## config.mk

```make
export PLATFORM = sky130hd
export DESIGN_NAME = ram_arb_2p
export DESIGN_NICKNAME = d
export VERILOG_FILES = /design/src/rtl/ram_arb_2p.sv
export SDC_FILE = /design/constraint.sdc
export NUM_CORES = 1
export LEC_CHECK = 0
export ABC_AREA = 0
export BUFFER_PORTS_ARGS = -buffer_cell sky130_fd_sc_hd__buf_4
export CAP_MARGIN = 20
export CORE_UTILIZATION = 44
export DETAILED_ROUTE_END_ITERATION = 8
export PLACE_DENSITY = 0.83
export RECOVER_POWER = 100
export SYNTH_ARGS = -nofsm -noshare
export SYNTH_HDL_FRONTEND = slang
export SYNTH_SLANG_ARGS = --single-unit
```

## constraint.sdc

```tcl
create_clock -name CLK -period 1.4 [get_ports CLK]
set_clock_uncertainty 0.1 [all_clocks]
set_input_delay 0 -clock CLK [delete_from_list [all_inputs] [get_ports CLK]]
set_output_delay 0 -clock CLK [all_outputs]
set_load 0.02 [all_outputs]
```

## src/rtl/ram_arb_2p.sv

```systemverilog
// Two-requester round-robin arbiter and sequencer in front of the single-port ram_4x4.
// Grants one single-beat command per cycle and returns read data two cycles after acceptance.
module ram_arb_2p #(
    parameter int AW = 4,
    parameter int DW = 4
) (
    input  logic          CLK,
    input  logic          RST,
    input  logic          REQ0,
    input  logic          WR0,
    input  logic [AW-1:0] A0,
    input  logic [DW-1:0] D0,
    output logic          GNT0,
    output logic          RVALID0,
    output logic [DW-1:0] RDATA0,
    input  logic          REQ1,
    input  logic          WR1,
    input  logic [AW-1:0] A1,
    input  logic [DW-1:0] D1,
    output logic          GNT1,
    output logic          RVALID1,
    output logic [DW-1:0] RDATA1,
    output logic          MEM_EN,
    output logic          MEM_WR,
    output logic [AW-1:0] MEM_A,
    output logic [DW-1:0] MEM_D,
    input  logic [DW-1:0] MEM_Q
);

    logic          r_last;
    logic          r_mem_en;
    logic          r_mem_wr;
    logic [AW-1:0] r_mem_a;
    logic [DW-1:0] r_mem_d;
    logic          r_tag1_v;
    logic          r_tag1_src;
    logic          r_tag2_v;
    logic          r_tag2_src;
    logic          r_rvalid0;
    logic          r_rvalid1;
    logic [DW-1:0] r_rdata0;
    logic [DW-1:0] r_rdata1;

    logic          w_gnt0;
    logic          w_gnt1;
    logic          w_any;
    logic          w_src;
    logic          w_wr;
    logic [AW-1:0] w_a;
    logic [DW-1:0] w_d;

    // NOTE: every signal written in always_comb gets a default first, so no path can infer a latch.
    always_comb begin
        w_gnt0 = 1'b0;
        w_gnt1 = 1'b0;
        if (!RST) begin
            w_gnt0 = REQ0 & (~REQ1 | r_last);
            w_gnt1 = REQ1 & (~REQ0 | ~r_last);
        end
        w_any = w_gnt0 | w_gnt1;
        w_src = w_gnt1;
        w_wr  = w_gnt1 ? WR1 : WR0;
        w_a   = w_gnt1 ? A1  : A0;
        w_d   = w_gnt1 ? D1  : D0;
    end

    // NOTE: state uses non-blocking assignments so every register samples pre-edge values.
    always_ff @(posedge CLK) begin
        if (RST) begin
            r_last     <= 1'b1;
            r_mem_en   <= 1'b0;
            r_mem_wr   <= 1'b0;
            r_mem_a    <= '0;
            r_mem_d    <= '0;
            r_tag1_v   <= 1'b0;
            r_tag1_src <= 1'b0;
            r_tag2_v   <= 1'b0;
            r_tag2_src <= 1'b0;
            r_rvalid0  <= 1'b0;
            r_rvalid1  <= 1'b0;
            r_rdata0   <= '0;
            r_rdata1   <= '0;
        end else begin
            r_mem_en <= w_any;
            // Command fields hold on idle cycles; only MEM_EN marks a live command.
            if (w_any) begin
                r_mem_wr <= w_wr;
                r_mem_a  <= w_a;
                r_mem_d  <= w_d;
                r_last   <= w_src;
            end
            r_tag1_v   <= w_any & ~w_wr;
            r_tag1_src <= w_src;
            r_tag2_v   <= r_tag1_v;
            r_tag2_src <= r_tag1_src;
            r_rvalid0  <= r_tag2_v & ~r_tag2_src;
            r_rvalid1  <= r_tag2_v &  r_tag2_src;
            if (r_tag2_v && !r_tag2_src) r_rdata0 <= MEM_Q;
            if (r_tag2_v &&  r_tag2_src) r_rdata1 <= MEM_Q;
        end
    end

    assign GNT0    = w_gnt0;
    assign GNT1    = w_gnt1;
    assign RVALID0 = r_rvalid0;
    assign RVALID1 = r_rvalid1;
    assign RDATA0  = r_rdata0;
    assign RDATA1  = r_rdata1;
    assign MEM_EN  = r_mem_en;
    assign MEM_WR  = r_mem_wr;
    assign MEM_A   = r_mem_a;
    assign MEM_D   = r_mem_d;

endmodule

```

# Word-level counts from Yosys, hierarchy flattened
# Cells that the tools add are included.
[classes]
n_mux = 5
n_bitwise = 13
n_reduce_logical = 3
[ops]
columns = ["cell", "n"]
rows = [
  ["$mux W4", 2],
  ["$and A1 B1 Y1", 5],
  ["$not A1 Y1", 5],
  ["$mux W1", 3],
  ["$or A1 B1 Y1", 3],
  ["$logic_and A1 B1 Y1", 2],
  ["$logic_not A1 Y1", 1],
]
[word_totals]
regBits = 25
in_bits = 26
output_inout_bits = 22

# Longest topological paths before layout
[logic_depth]
ltp_word = 7
mapped_depth = 4

# Worst setup path after synthesis
# Ideal clock, no wire load.
[synth_timing]
path_type = "reg2reg"
from = "register r_last"
to = "register r_mem_a[0] (netlist: MEM_A[0])"
t_arrival_ns = 1.020
slack_ns = 0.158
stages_incl_launch_ff = 5
n_path_buf = 1
period_less_slack_ns = 1.242
cell_sequence = "dfxtp_1 nand2_2 and3b_1 buf_6 a221o_1"
[synth_via]
elab_chain_cells = 5
[synth_lines]
columns = ["item", "line_no", "source"]
rows = [
  ["start, declared", "30", "logic r_last;"],
  ["start signal, assigned", "90", "r_last <= w_src;"],
  ["$not A1 Y1 *", "58", "w_gnt1 = REQ1 & (~REQ0 | ~r_last);"],
  ["$or A1 B1 Y1 *", "58", ""],
  ["$and A1 B1 Y1 *", "58", ""],
  ["$mux W1 *", "56", "if (!RST) begin"],
  ["via GNT1", "20", "output logic GNT1,"],
  ["$mux W4 or $or A1 B1 Y1 (tied branches)", "63, 60", ""],
  ["end signal, assigned", "88", "r_mem_a <= w_a;"],
  ["end, declared", "33", "logic [AW-1:0] r_mem_a;"],
]
# Mark *: on every way through the listed nets, which the timed path passes. The rest lies on a longest branch.
# A chain may end at the register's enable or synchronous reset.

# Final worst setup path
[layout_timing]
from = "input REQ0"
to = "register r_mem_d[3] (netlist: MEM_D[3])"
[layout_via]
elab_chain_cells = 5
[layout_lines]
columns = ["item", "line_no", "source"]
rows = [
  ["start, declared", "9", "input logic REQ0,"],
  ["$not A1 Y1", "58", ""],
  ["$or A1 B1 Y1", "58", ""],
  ["$and A1 B1 Y1", "58", ""],
  ["$mux W1", "56", ""],
  ["$mux W4 or $or A1 B1 Y1 (tied branches)", "64, 60", ""],
  ["end signal, assigned", "89", "r_mem_d <= w_d;"],
  ["end, declared", "34", "logic [DW-1:0] r_mem_d;"],
]
# Parallel ways exist; a longest one is shown, timed or not.

==> metrics.md <==
| Metric | Value |
|---|---|
| Yosys top cell by area | `dfxtp_1` |
| VDD IR-drop max | `0.000833 V` |
| Fin cells | `187` |
| Largest net degree at the start of global routing | `29` |
| Clock Sinks | `25` |
| ANT cells | `0` |
| Synth area leaders | `dfxtp_1, a221o_1, a2111oi_0` |
| Initial drt markers | `31` |
| H-tree lvl count | `1` |
| Grt ovf | `0` |
| Max-cap violations | `0` |
| Top cells by count, synth | `dfxtp_1, inv_1, a2111oi_0` |
| Clock-pin slew of the registers on the worst-case setup and hold paths | `0.14 ns` |
| Initial Util | `48.8%` |
| Setup repair bufs after CTS | `0` |
| Period Utilization, post-route | `98.7%` |
| # fillers | `168` |
| Initial antenna violation count | `0` |
| Root buf cell | `clkbuf_4` |
| Vias in the first global route | `904` |
| Rel. slew slack | `65.1%` |
| Worst-Skew Late Latency | `0.31 ns` |
| Num rows | `16` |
| Worst-path cell chain | `dlygate4sd3_1 -> buf_4 -> nor2_1 -> buf_4 -> a2111oi_1 -> a221o_1` |
| CP max-delay cell | `dlygate4sd3_1` |
| Post-synthesis async set-or-reset flop share | `0%` |
| Post-synthesis sequential area ratio | `50.2%` |
| Reg-to-reg slack, setup | `0.08 ns` |
| Status | `finished clean` |
| Final wirelength | `2650 um` |
| GPL Wtd Cong | `0.745` |
| Layout net count | `187` |
| GRT Total Usage | `20.8%` |
| Number of remaining DRC errors | `0` |
| Fin. Hold Viols | `0` |
| Via count | `967` |
| Longest Clk Path Bufs | `2` |
| CP endpoint kind | `flop` |
| Top Ports | `48` |
| Synthesis Warnings | `0` |
| Worst EP required | `1.57 ns` |
| Mux contribution to synthesized area | `4.02%` |
| Core ar. | `2040 um2` |
| Min Tclk post-route | `1.38 ns` |
| Yosys top cell area share | `50.2%` |
| Global-route wire length before repair | `3830 um` |
| RSZ-0062 raised after global routing | `no` |
| Placed insts | `167` |
| Final setup viols | `0` |
| Total Die Area | `2460 um2` |
| Most common cell type on the critical path | `buf_4` |
| Die X | `49.6 um` |
| Port bufs | `47` |
| #FFs+latches synth | `25` |
| Syn Area/Cell | `10.2 um2` |
| Min-delay worst type | `primary input to flop` |
| Main combinational cell family by area after synthesis | `compound AO/OA/AOI/OAI gates` |
| First-pass iteration count of the detailed router | `4` |
| Crit Path Max Fanout | `11` |
| Crit path launch type | `primary input` |
| Vias per cell | `5.17` |
| Die Y | `49.6 um` |
| Fraction of layout cells with a size suffix above 1 | `25.6%` |
| Post-synthesis adder-cell area fraction | `0%` |
| Synthesized instance count | `98` |
| Wire length per cell | `14.2 um` |
| HPWL after detailed placement | `1690 um` |
| Main flop type after synthesis | `dfxtp_1` |
| Synth Area in Compound Gates | `19.9%` |
| Setup tns final | `0 ns` |
| Leak | `0.626 nW` |
| Fmax | `0.724 GHz` |
| Post-Synth XOR/XNOR Area | `0%` |
| Most frequent cell after synthesis | `dfxtp_1` |
| Post-detailed-route count of antenna-violating nets | `0` |
| Power density over cell area | `929 nW/um2` |
| Area share of and/or/nand/nor cells after synthesis | `15.6%` |
| Area delta synth->final | `47.1%` |
| Worst-Margin Slew | `0.521 ns` |
| EDFF count, synth | `0` |
| TritonCTS Buffers | `3` |
| Synthesized Nets | `124` |
| Cell Area, Synth | `997 um2` |
| WP data arrival | `1.55 ns` |
| CTS tree | `done` |
| Post-synthesis cell type count | `25` |
| Slew Limit Fails | `0` |
| Setup Crit Path Kind | `primary input to flop` |
| Crit-path max cell delay | `0.52 ns` |
-- cell usage in the layout, fill, tap and decap left out --
| cell type | Yosys | layout |
|---|---|---|
| buf_4 | 2 | 27 |
| dfxtp_1 | 25 | 24 |
| clkbuf_1 | 2 | 21 |
| dlygate4sd3_1 | 0 | 15 |
| inv_1 | 10 | 10 |
| a221o_1 | 8 | 8 |
| nor2_1 | 6 | 6 |
| a2111oi_0 | 9 | 6 |
| a21oi_1 | 5 | 5 |
| nand2_1 | 5 | 5 |
| nand3_1 | 4 | 4 |
| mux2i_1 | 4 | 4 |
| a2111oi_1 | 1 | 3 |
| nor2b_1 | 3 | 3 |
| clkbuf_4 | 0 | 3 |
| and3b_2 | 1 | 2 |
| and3b_1 | 2 | 2 |
| nand2_4 | 0 | 1 |
| and2_2 | 1 | 1 |
| nor3_2 | 1 | 1 |
| o21ai_0 | 1 | 1 |
| nor4bb_1 | 1 | 1 |
| a2111oi_2 | 0 | 1 |
| or2_2 | 1 | 1 |
| nor3b_1 | 1 | 1 |
| clkinv_2 | 0 | 1 |
| buf_6 | 2 | 1 |
| clkbuf_2 | 1 | 1 |
| dfxtp_2 | 0 | 1 |
-- repair_timing --
item / in CTS / in global routing
pin swaps: 1 / 0
hold buffers: 15 / 0
endpoints found under the setup margin: 4 / 5
hold endpoints to repair: 23 / 0
resized for setup: 3 / 5
gates cloned: 0 / 1
-- cell families (layout without fill, tap and decap cells) --
family                 Yosys count  count (layout)
muxes                            4               4
and+or+nand+nor                 27              28
DFF                             25              25
buffers and inverters           18              79
AOI/OAI and AO/OA               24              24
-- layer usage --
metal  wire (um)  vias up  track usage (%)
li1            -      481                -
met1        1050      443             21.7
met2        1440       39             40.5
met3         138        4             4.32
met4          17        0             6.67
met5           0        -                0
-- critical path, delay by kind of cell --
family	cells	cell delay, ns
buffers and inverters	3	0.83
AOI/OAI and AO/OA	2	0.68
and+or+nand+nor	1	0.05
-- final timing paths --
path	from	cells past startpoint	endpoint
setup / recovery	REQ0	6	MEM_D[3]
setup reg to reg	r_last	3	MEM_D[3]
hold reg to reg	r_tag1_src	1	r_tag2_src
hold / removal	WR0	3	r_tag1_v
-- flip-flops by register name, summed over array words and instances (netlist names) --
signal and flops:
r_last 1, r_tag1_v 1, MEM_D 4, r_tag2_v 1, MEM_EN 1, MEM_WR 1
RDATA0 4, MEM_A 4, RVALID0 1, RVALID1 1, r_tag2_src 1, RDATA1 4
r_tag1_src 1
-- report_power, final --
group | switching (W) | total, W | internal, W
Clock | 0.000204 | 0.000311 | 0.000107
Sequential | 0.0000236 | 0.000775 | 0.000751
Combinational | 0.000142 | 0.000277 | 0.000135
-- layout make-up --
class	count	area [um2]	area share, %
inverter	10	37.5	2.56
sequential	25	502	34.2
timing repair buffer	65	448	30.5
clock inverter	1	5.00	0.341
clock buffer	3	22.5	1.54
tap	27	33.8	2.30
multi-input combinational	56	418	28.5
-- metrics by stage --
stage               hold slack, ns  cell area, um2  power (W)  setup slack, ns  util, %
floorplan                 0.000353             997   0.000924            0.158        -
CTS                         0.0186            1530    0.00138           0.0140     74.8
global placement             0.125            1340    0.00103           0.0767     65.7
detailed placement           0.131            1340    0.00104         0.000945     65.7
global route               0.00573            1470    0.00142          0.00193     71.8
finish                      0.0202            1470    0.00136           0.0188     71.8
Note: power is estimated with default switching activity, not from simulation.
